### config.mk
export PLATFORM = sky130hd
export DESIGN_NAME = uart_tx_mmio
export DESIGN_NICKNAME = d
export VERILOG_FILES = /design/src/rtl/uart_tx_mmio.sv
export SDC_FILE = /design/constraint.sdc
export NUM_CORES = 1
export LEC_CHECK = 0
export CAP_MARGIN = 20
export CORE_ASPECT_RATIO = 0.7
export CORE_UTILIZATION = 45
export DETAILED_ROUTE_END_ITERATION = 10
export GPL_ROUTABILITY_DRIVEN = 0
export PLACE_DENSITY_LB_ADDON = 0.05
export SYNTH_ARGS = -nofsm -noshare
export SYNTH_HDL_FRONTEND = slang
export SYNTH_SLANG_ARGS = --single-unit
export TNS_END_PERCENT = 50
### constraint.sdc
create_clock -name clk -period 4.4 [get_ports clk]
set_input_delay 0.88 -clock clk [delete_from_list [all_inputs] [get_ports clk]]
set_output_delay 0.88 -clock clk [all_outputs]
set_load 0.02 [all_outputs]
### src/rtl/uart_tx_mmio.sv
// Memory-mapped UART transmitter: byte FIFO behind a DATA/STATUS register pair, 8N1 serialiser.
// Optional: define UART_TX_PARITY_EN to add an even-parity bit between the data and stop bits.
module uart_tx_mmio #(
   parameter logic [15:0] BASE_ADDR = 16'hD000,
   parameter int unsigned CLK_DIV   = 434,
   parameter int unsigned FIFO_AW   = 3
) (
   input  logic        clk,
   input  logic        rst,
   input  logic [15:0] address,
   input  logic        read_write,
   input  logic [7:0]  data_write,
   output logic [7:0]  data_read,
   output logic        sel,
   output logic        tx,
   output logic        irq
);
   localparam int unsigned DEPTH     = 1 << FIFO_AW;
   localparam logic [15:0] STAT_ADDR = BASE_ADDR + 16'd1;
   localparam logic [15:0] BAUD_LAST = 16'(CLK_DIV - 1);

   typedef logic [FIFO_AW:0] ptr_t;

   typedef enum logic [2:0] {
      S_IDLE,
      S_START,
      S_DATA,
`ifdef UART_TX_PARITY_EN
      S_PARITY,
`endif
      S_STOP
   } state_t;

   state_t      state_q, state_d;
   logic [15:0] baud_q, baud_d;
   logic [2:0]  bit_q, bit_d;
   logic [7:0]  shift_q, shift_d;
   logic        tx_q, tx_d;
   logic        irq_q, irq_d;
   logic        ovf_q, ovf_d;
   ptr_t        wptr_q, wptr_d, rptr_q, rptr_d;
`ifdef UART_TX_PARITY_EN
   logic        par_q, par_d;
`endif

   logic [7:0]  mem [DEPTH];
   logic [7:0]  head;
   logic [7:0]  status;
   ptr_t        count;
   logic        full, empty, wr_data, wr_stat, push, pop;

   assign sel     = (address == BASE_ADDR) || (address == STAT_ADDR);
   assign wr_data = !read_write && (address == BASE_ADDR);
   assign wr_stat = !read_write && (address == STAT_ADDR);

   assign empty = (wptr_q == rptr_q);
   assign full  = (wptr_q[FIFO_AW] != rptr_q[FIFO_AW]) &&
                  (wptr_q[FIFO_AW-1:0] == rptr_q[FIFO_AW-1:0]);
   assign count = wptr_q - rptr_q;
   assign push  = wr_data && !full;
   assign head  = mem[rptr_q[FIFO_AW-1:0]];

   assign status    = {4'(count), ovf_q, (state_q != S_IDLE), empty, full};
   assign data_read = (read_write && (address == STAT_ADDR)) ? status : 8'h00;

   assign tx  = tx_q;
   assign irq = irq_q;

   always_comb begin
      state_d = state_q;
      baud_d  = baud_q;
      bit_d   = bit_q;
      shift_d = shift_q;
      pop     = 1'b0;
`ifdef UART_TX_PARITY_EN
      par_d   = par_q;
`endif
      case (state_q)
         S_IDLE: begin
            if (!empty) begin
               pop     = 1'b1;
               shift_d = head;
`ifdef UART_TX_PARITY_EN
               par_d   = ^head;
`endif
               baud_d  = '0;
               state_d = S_START;
            end
         end
         S_START: begin
            if (baud_q == BAUD_LAST) begin
               baud_d  = '0;
               bit_d   = '0;
               state_d = S_DATA;
            end else begin
               baud_d = baud_q + 16'd1;
            end
         end
         S_DATA: begin
            if (baud_q == BAUD_LAST) begin
               baud_d  = '0;
               shift_d = shift_q >> 1;
               bit_d   = bit_q + 3'd1;
               if (bit_q == 3'd7) begin
`ifdef UART_TX_PARITY_EN
                  state_d = S_PARITY;
`else
                  state_d = S_STOP;
`endif
               end
            end else begin
               baud_d = baud_q + 16'd1;
            end
         end
`ifdef UART_TX_PARITY_EN
         S_PARITY: begin
            if (baud_q == BAUD_LAST) begin
               baud_d  = '0;
               state_d = S_STOP;
            end else begin
               baud_d = baud_q + 16'd1;
            end
         end
`endif
         S_STOP: begin
            if (baud_q == BAUD_LAST) begin
               baud_d = '0;
               // Chain straight into the next start bit so queued bytes leave with no idle gap.
               if (!empty) begin
                  pop     = 1'b1;
                  shift_d = head;
`ifdef UART_TX_PARITY_EN
                  par_d   = ^head;
`endif
                  state_d = S_START;
               end else begin
                  state_d = S_IDLE;
               end
            end else begin
               baud_d = baud_q + 16'd1;
            end
         end
         default: state_d = S_IDLE;
      endcase

      wptr_d = wptr_q + ptr_t'(push);
      rptr_d = rptr_q + ptr_t'(pop);

      ovf_d = ovf_q;
      if (wr_stat)
         ovf_d = 1'b0;
      else if (wr_data && full)
         ovf_d = 1'b1;

      // Output registers are loaded from next-state so tx/irq change on the same edge as the FSM.
      case (state_d)
         S_START:  tx_d = 1'b0;
         S_DATA:   tx_d = shift_d[0];
`ifdef UART_TX_PARITY_EN
         S_PARITY: tx_d = par_d;
`endif
         default:  tx_d = 1'b1;
      endcase
      irq_d = (wptr_d == rptr_d) && (state_d == S_IDLE);
   end

   always_ff @(posedge clk or posedge rst) begin
      if (rst) begin
         state_q <= S_IDLE;
         baud_q  <= '0;
         bit_q   <= '0;
         shift_q <= '0;
         tx_q    <= 1'b1;
         irq_q   <= 1'b1;
         ovf_q   <= 1'b0;
         wptr_q  <= '0;
         rptr_q  <= '0;
`ifdef UART_TX_PARITY_EN
         par_q   <= 1'b0;
`endif
      end else begin
         state_q <= state_d;
         baud_q  <= baud_d;
         bit_q   <= bit_d;
         shift_q <= shift_d;
         tx_q    <= tx_d;
         irq_q   <= irq_d;
         ovf_q   <= ovf_d;
         wptr_q  <= wptr_d;
         rptr_q  <= rptr_d;
`ifdef UART_TX_PARITY_EN
         par_q   <= par_d;
`endif
      end
   end

   always_ff @(posedge clk) begin
      if (push)
         mem[wptr_q[FIFO_AW-1:0]] <= data_write;
   end

endmodule
# After elaboration in Yosys (flattened, before gate mapping)
# Memory sizes are Yosys's and may differ from the RTL's.
# Cells that the tools add are included.
op_classes:
  addsub: 5
  eq_ne: 17
  mux: 26
  n_reduce_logical: 21
op_table:
  columns: ["cell", "n"]
  rows:
  - ["$eq A16 B16 Y1 const B", 2]
  - ["$mux W16", 2]
  - ["$mux W8", 4]
  - ["$pmux W16 S2", 1]
  - ["$pmux W8 S3", 1]
  - ["$mux W3", 7]
  - ["$add A16 B1 Y16 const B", 1]
  - ["$eq A16 B9 Y1 const B", 1]
  - ["$pmux W3 S4", 1]
  - ["$eq A3 B2 Y1 const B", 3]
  - ["$add A4 B1 Y4", 2]
  - ["$eq A4 B4 Y1", 2]
  - ["$ne A2 B2 Y1 const B", 4]
  - ["$logic_and A1 B1 Y1", 7]
  - ["$mux W1", 7]
  - ["$eq A3 B1 Y1 const B", 2]
  - ["$logic_not A3 Y1", 2]
  - ["$pmux W3 S2", 1]
  - ["$reduce_and A3 Y1", 2]
  - ["$reduce_bool A2 Y1", 3]
  - ["$reduce_bool A3 Y1", 2]
  - ["$pmux W1 S2", 2]
  - ["$sub A4 B4 Y4", 1]
  - ["$add A3 B1 Y3 const B", 1]
  - ["other kinds (7)", 8]
totals:
  reg_bits: 41
  ram_bits: 64
  inputBits: 27
  output_inout_bits: 11
  wordCells: 80
  memories: 1
mem_list:
  columns: ["memory", "words", "word_bits", "read_ports", "rd_clocked_by_memory_dff", "write_ports", "line_no", "source"]
  rows:
  - ["mem", 8, 8, 1, 0, 1, "46", "logic [7:0] mem [DEPTH];"]

# Logic depth before layout (Yosys ltp)
# Gate-level depths: netlist (run 1).
logic_depth:
  ltp_word: 7
  depth_mapped: 13
  ltp_nobuf: 13

# Least setup slack after synthesis (run 1)
# OpenSTA, ideal clock, no wires.
synth_timing:
  kind: "in2out"
  from: "input port address[8]"
  to: "output port data_read[1]"
  t_arrival_ns: 2.351
  required_ns: 3.520
  path_slack_ns: 1.169
  cell_stages: 5
  n_path_buf: 1
  cell_sequence: "nor4_1 -> and4_1 -> clkbuf_1 -> nand3_1 -> nor3_1"
synth_between:
  elab_chain_len: 3
synth_lines:
  columns: ["element", "line_no", "source"]
  rows:
  - ["start: declaration", "10", "input logic [15:0] address,"]
  - ["$eq A16 B16 Y1", "64", "assign data_read = (read_write && (address == STAT_ADDR)) ? status : 8'h00;"]
  - ["$logic_and A1 B1 Y1", "64", null]
  - ["$mux W8", "64", null]
  - ["end: declaration", "13", "output logic [7:0] data_read,"]
# No other way between the ends.

# Worst setup path after layout (run 1)
layout_timing:
  from: "input port address[7]"
  to: "output port data_read[1]"
# Same word-level chain as after synthesis.

==> results of run 1 <==
[stage by stage]
| stage | util [%] | hold WS, ns | setup slack, ns | total power [mW] |
|---|---|---|---|---|
| 3_3_place_gp | 52.2 | 0.486 | 0.585 | 1.90 |
| 5_1_grt | 55.0 | 0.541 | 0.316 | 2.81 |
| 4_1_cts | 55.0 | 0.510 | 0.478 | 2.70 |
| 2_1_floorplan | - | 0.457 | 1.17 | 1.70 |
| 3_5_place_dp | 52.2 | 0.482 | 0.505 | 1.91 |
| 6_report | 55.0 | 0.508 | 0.505 | 2.68 |
[state kept, by name, indices dropped and copies added, names as in the netlist]
signal	flops
baud_q	16
bit_q	3
irq	1
mem	64
ovf_q	1
rptr_q	4
shift_q	8
state_q	3
tx	1
wptr_q	4
[cell type report]
cell class / instances / area, sq um / share of cell area [%]
clock inverter: 7 / 72.6 / 1.26
timing repair buffer: 50 / 468 / 8.15
multi-input combinational: 222 / 1800 / 31.4
sequential: 105 / 2950 / 51.4
tap: 132 / 165 / 2.88
inverter: 15 / 56.3 / 0.981
clock buffer: 9 / 225 / 3.92
[cells in the mapped netlist (7+ instances only)]
| cell | n |
|---|---|
| mux2i_1 | 9 |
| dfrtp_1 | 39 |
| xnor2_1 | 13 |
| a21oi_1 | 7 |
| edfxtp_1 | 64 |
| mux4_2 | 16 |
| inv_1 | 15 |
| nor3_1 | 15 |
| ha_1 | 11 |
| nand3_1 | 17 |
| o21ai_0 | 8 |
| nand2_1 | 15 |
| nor2_1 | 29 |
[per-layer routing]
layer  GRT usage (%)  vias to the layer above  wire length, um
li1                -                     1460                -
met1            30.4                     1520             5420
met2            27.1                       74             4140
met3            4.25                        9              563
met4            5.91                        0              106
met5               0                        -                0
[path summary, 6_finish.rpt]
| kind | to | slack [ns] | cells after the start |
|---|---|---|---|
| max in group asynchronous | tx | 3.05 | 3 |
| worst max-delay path | data_read[1] | 0.50 | 6 |
| worst max register to register | irq | 1.02 | 11 |
| worst min-delay path | shift_q[7] | 0.51 | 1 |
| min in group asynchronous | baud_q[2] | 0.95 | 3 |
| worst min register to register | shift_q[7] | 0.51 | 1 |
[power by group through the flow]
| stage | Clock, mW | Sequential [mW] | Combinational (mW) |
|---|---|---|---|
| 3_5_place_dp | 0 | 1.20 | 0.714 |
| 4_1_cts | 0.803 | 1.18 | 0.720 |
| 6_report | 0.787 | 1.18 | 0.714 |
| 2_1_floorplan | 0 | 1.19 | 0.519 |
| 5_1_grt | 0.845 | 1.19 | 0.782 |
| 3_3_place_gp | 0 | 1.19 | 0.709 |
[logic make-up after synthesis]
group           Yosys count  synth area share (%)
xor+xnor                 19                  3.43
simple gates            116                  13.3
other cells               1                0.0772
fa+ha+maj                12                  3.25
compound gates           47                  7.35
buf+inv                  26                  2.11
mux                      27                  9.74
flops                   105                  60.8
[critical path: stages]
cell	delay, ns
clkdlybuf4s50_1	0.39
nor4_1	0.26
and4_1	0.32
nand3_1	0.28
nor3_1	0.24
clkdlybuf4s50_1	0.65
==> flow_summary.yaml, run 1 <==
detailed_routing:
  routedWlPerCell_um: 18.9
  drt_iter0_markers: 170
  vias: 3063
  ant_nets: 0
  drc: 0
  routed_wl_um: 10200
  vias_per_cell: 5.67
  drt_pass1_iterations: 5
timing:
  worst_pin_slew_ns: 0.797
  rsz0062_at_grt: "no"
  final-setup-viol-count: 0
  fin_crit_ns: 3.90
  fin_skew_ns: 0.00922
  hold_viol_final: 0
  slew_headroom_pct: 46.7
  min_period_over_period_pct: 88.5
  slew_violations: 0
  max_freq_ghz: 0.257
  setup-tns-final_ns: 0
power_and_ir_drop:
  p_leak_nw: 2.16
  p_sw_mw: 0.811
  swShare_pct: 30.3
  intPower_mw: 1.87
  power_frac_comb_pct: 26.7
  vdd_drop_max_mv: 0.230
  seqPwrFrac_pct: 43.9
  power_density_mw_per_mm2: 466
  pwr-share-clk_pct: 29.4
final_layout:
  final_cell_mix: "64 x edfxtp_1, 39 x dfrtp_1, 37 x clkdlybuf4s50_1, 29 x nor2_1, 17 x nand3_1"
  n_antenna_cell: 0
  final_common_cell: "edfxtp_1"
  fin_nets: 442
  final_cells: 540
  final_cell_area_sq_mm: 0.00574
  areaGrowthSynthToFinish_pct: 18.2
  fillerInstances: 862
  final_layout_size_suffix_gt1_share_pct: 13.7
yosys:
  syn_area_per_cell_sq_um: 13.8
  synthFlopType: "edfxtp_1"
  synth_area_sq_mm: 0.00485
  synth_top_area_cell: "edfxtp_1"
  async_reset_ff_share_pct: 39.0
  synth_nets: 392
  synth_top_cell_area_share_pct: 39.6
  synth_edf_count: 64
  ys_types: 58
  synth-seq-cells: 105
  yosys-top-cells-area: "edfxtp_1 40%, dfrtp_1 20%, mux4_2 7.4%"
  syn_inst: 353
  ys_seq_area_share_pct: 60.8
  yosysWarnings: 0
grt:
  grt-ovfl-total: 0
  grt_usage_pct: 19.5
  grt_pass1_vias: 2920
  antenna_found_initial: 0
  grt_start_max_net_pins: 42
  grt_pass1_wl_um: 16200
clocking:
  cts_tree: "yes"
  post_cts_buffers: 0
  postCtsHoldBufs: 0
  clk_pin_slew_ns: 0.08
  clock_latency_ns: 0.35
  cts_root_buf: "clkbuf_16"
  cts_resized: 0
  clockBufferDepth: 2
  ctsHtreeMaxLevel: 3
  numCtsBuffers: 9
  cts.sinks: 105
place:
  placed_area_sq_mm: 0.00544
  dp.cells: 524
  hpwl_um: 7040
  io_buffer_count: 37
worst_setup_path:
  critPathKind: "in2out"
  reg2reg_from: "state_q[1]"
  worst_ep_required_time_ns: 3.52
  crit_path_max_fanout: 8
  cp-end-kind: "output port"
  cp.arrival_ns: 3.02
  startpoint: "address[7]"
  crit_path_start_kind: "primary input"
worst_hold_path:
  min_from: "shift_q[7]"
  hp-class: "reg2reg"
floorplanning:
  die_height_um: 88.9
  pin_count: 38
  die_area_sq_mm: 0.0112
  die_w_um: 126
  core.rowCount: 31
  core_area_sq_mm: 0.0104
  start_util_pct: 46.5
flow_run:
  max-cap-violations: 0
status:
  status: "finished, final reports clean"
Note: power is estimated with default switching activity, not from simulation.
==> run 2, diff against run 1 <==
Settings changed: GPL_TIMING_DRIVEN from default to 0.
Clock period 4.4 ns to 4.1 ns, I/O delays scaled along.
==> run 2 against run 1 <==
Against the previous run:
- largest power group unchanged
- via count shrank 0.72%
- clock power grew 4.1%
- setup slack worse by 0.30 ns
- worst hold slack gained 0.0021 ns
- largest cell class unchanged
- routed wire length decreased by 4.3%
==> flow_summary.yaml, run 2 (same netlist as run 1, synthesis figures left out) <==
status:
  status: "finished, final reports clean"
power_and_ir_drop:
  intPower_mw: 1.99
  p_total_mw: 2.83
  seqPwrFrac_pct: 44.7
  p_leak_nw: 2.13
  swShare_pct: 29.8
  vdd_drop_max_mv: 0.246
  power_density_mw_per_mm2: 496
  power_frac_comb_pct: 26.4
  pwr-share-clk_pct: 28.9
  p_sw_mw: 0.844
clocking:
  clockBufferDepth: 2
  ctsHtreeMaxLevel: 3
  cts_tree: "yes"
  numCtsBuffers: 9
  clk_pin_slew_ns: 0.07
  postCtsHoldBufs: 0
  post_cts_buffers: 0
  cts_root_buf: "clkbuf_16"
  cts_resized: 0
  cts.sinks: 105
  clock_latency_ns: 0.35
final_layout:
  areaGrowthSynthToFinish_pct: 17.7
  fin_nets: 441
  final_cells: 539
  final_cell_mix: "64 x edfxtp_1, 39 x dfrtp_1, 37 x clkdlybuf4s50_1, 29 x nor2_1, 17 x nand3_1"
  seq_area_sq_mm: 0.00295
  fillerInstances: 842
  final_cell_area_sq_mm: 0.00571
  largest_reg_flops: 64
  utilization_pct: 54.8
  final_common_cell: "edfxtp_1"
  final_layout_size_suffix_gt1_share_pct: 13.0
  multiInputGateArea_sq_mm: 0.00182
  n_antenna_cell: 0
floorplanning:
  die_height_um: 88.9
  core.rowCount: 31
  die_w_um: 126
  die_area_sq_mm: 0.0112
  pin_count: 38
  core_area_sq_mm: 0.0104
  start_util_pct: 46.5
timing:
  min_period_over_period_pct: 95.0
  rsz0062_at_grt: "no"
  setup-tns-final_ns: 0
  max_freq_ghz: 0.257
  fin_skew_ns: 0.00979
  fin_crit_ns: 3.89
  slew_violations: 0
  worst_pin_slew_ns: 1.05
  slew_headroom_pct: 29.4
  hold_viol_final: 0
  final-setup-viol-count: 0
worst_setup_path:
  crit_path_start_kind: "primary input"
  crit_path_top_delay_cell: "clkdlybuf4s50_1"
  cp.buffers_inverters: 3
  reg2reg_from: "rptr_q[1]"
  critPathKind: "in2out"
  r2r-end: "irq"
  cp.arrival_ns: 3.07
  slowest_delay_ns: 0.66
  rr_worst_depth: 12
  startpoint: "address[7]"
  critPathTopFamily: "buffers and inverters"
  cp-end-kind: "output port"
  worst-path-stages: 7
  crit_path_max_fanout: 8
  cp_common_cell: "clkdlybuf4s50_1"
  critPathCapture: "data_read[1]"
  path_cells: "clkdlybuf4s50_1 > nor4_1 > and4_1 > clkbuf_1 > nand3_1 > nor3_1 > clkdlybuf4s50_1"
  worst_ep_required_time_ns: 3.28
  reg2reg_slack_ns: 0.58
detailed_routing:
  routed_wl_um: 9780
  ant_nets: 0
  drc: 0
  drt_iter0_markers: 183
  routedWlPerCell_um: 18.2
  vias_per_cell: 5.64
  drt_pass1_iterations: 5
  vias: 3041
grt:
  grt_start_max_net_pins: 42
  grt_pass1_wl_um: 15700
  grt-ovfl-total: 0
  grt_use_met2_pct: 27.4
  busiest_layer: "met1"
  grt_pass1_vias: 2938
  antenna_found_initial: 0
  use_met3_pct: 4.79
  met1_usage_pct: 28.5
  grt_usage_pct: 19.0
place:
  placed_area_sq_mm: 0.00542
  dp.cells: 523
  io_buffer_count: 37
  hpwl_um: 6900
flow_run:
  max-cap-violations: 0
worst_hold_path:
  hp-class: "reg2reg"
-- run 2: cell types whose count changed in the layout (fill, tap and decap cells not counted), moves of 2 or more --
cell	change
nor3_1	-2
buf_2	+4
nor3_2	+2
buf_4	-13
clkbuf_1	+6
clkinvlp_4	+2
-- run 2: layout make-up --
type	instances	area share [%]
clock inverters	7	1.10
inverters	15	0.986
clock buffers	9	3.94
multi-input cells	222	31.8
flip-flops and latches	105	51.6
well taps	132	2.89
plain buffers	11	0.832
repair buffers	38	6.83
-- run 2: power by group through the flow --
stage | registers (mW) | logic, mW | clock network (mW)
after global placement | 1.28 | 0.745 | 0
after detailed placement | 1.29 | 0.753 | 0
after floorplan | 1.27 | 0.556 | 0
final | 1.27 | 0.746 | 0.819
after CTS | 1.26 | 0.758 | 0.845
after global routing | 1.28 | 0.832 | 0.891
-- run 2: how the worst min path moves through the flow --
stage | to | cells past startpoint | slack [ns] | start
finish | shift_q[7] | 1 | 0.51 | shift_q[7]
global route | shift_q[4] | 1 | 0.53 | shift_q[5]
CTS | shift_q[7] | 1 | 0.51 | shift_q[7]
detailed placement | shift_q[7] | 1 | 0.48 | shift_q[7]
global placement | shift_q[7] | 1 | 0.49 | shift_q[7]
floorplan | shift_q[7] | 1 | 0.46 | shift_q[7]
-- run 2: layer usage --
layer / share of wire, % / up-vias
met4: 0.72 / 0
met1: 52 / 1510
met3: 4.8 / 7
met2: 42 / 66
met5: 0 / -
li1: - / 1458
-- run 2: through the flow --
step / hold slack [ns] / setup WS (ns)
final: 0.510 / 0.207
after global placement: 0.487 / 0.0184
after CTS: 0.512 / 0.0581
after floorplan: 0.457 / 0.989
after detailed placement: 0.485 / 0.173
after global routing: 0.526 / 0.0385
-- run 2: worst reg2reg max path: cells and delay by family (launching register included) --
family                     cells  cell delay (ns)
buffers and inverters          2             0.71
and+or+nand+nor                4             0.81
DFF                            1             0.34
xor gates and xnor gates       1             0.30
AOI/OAI and AO/OA              2             0.51
adders and majority gates      3             0.78
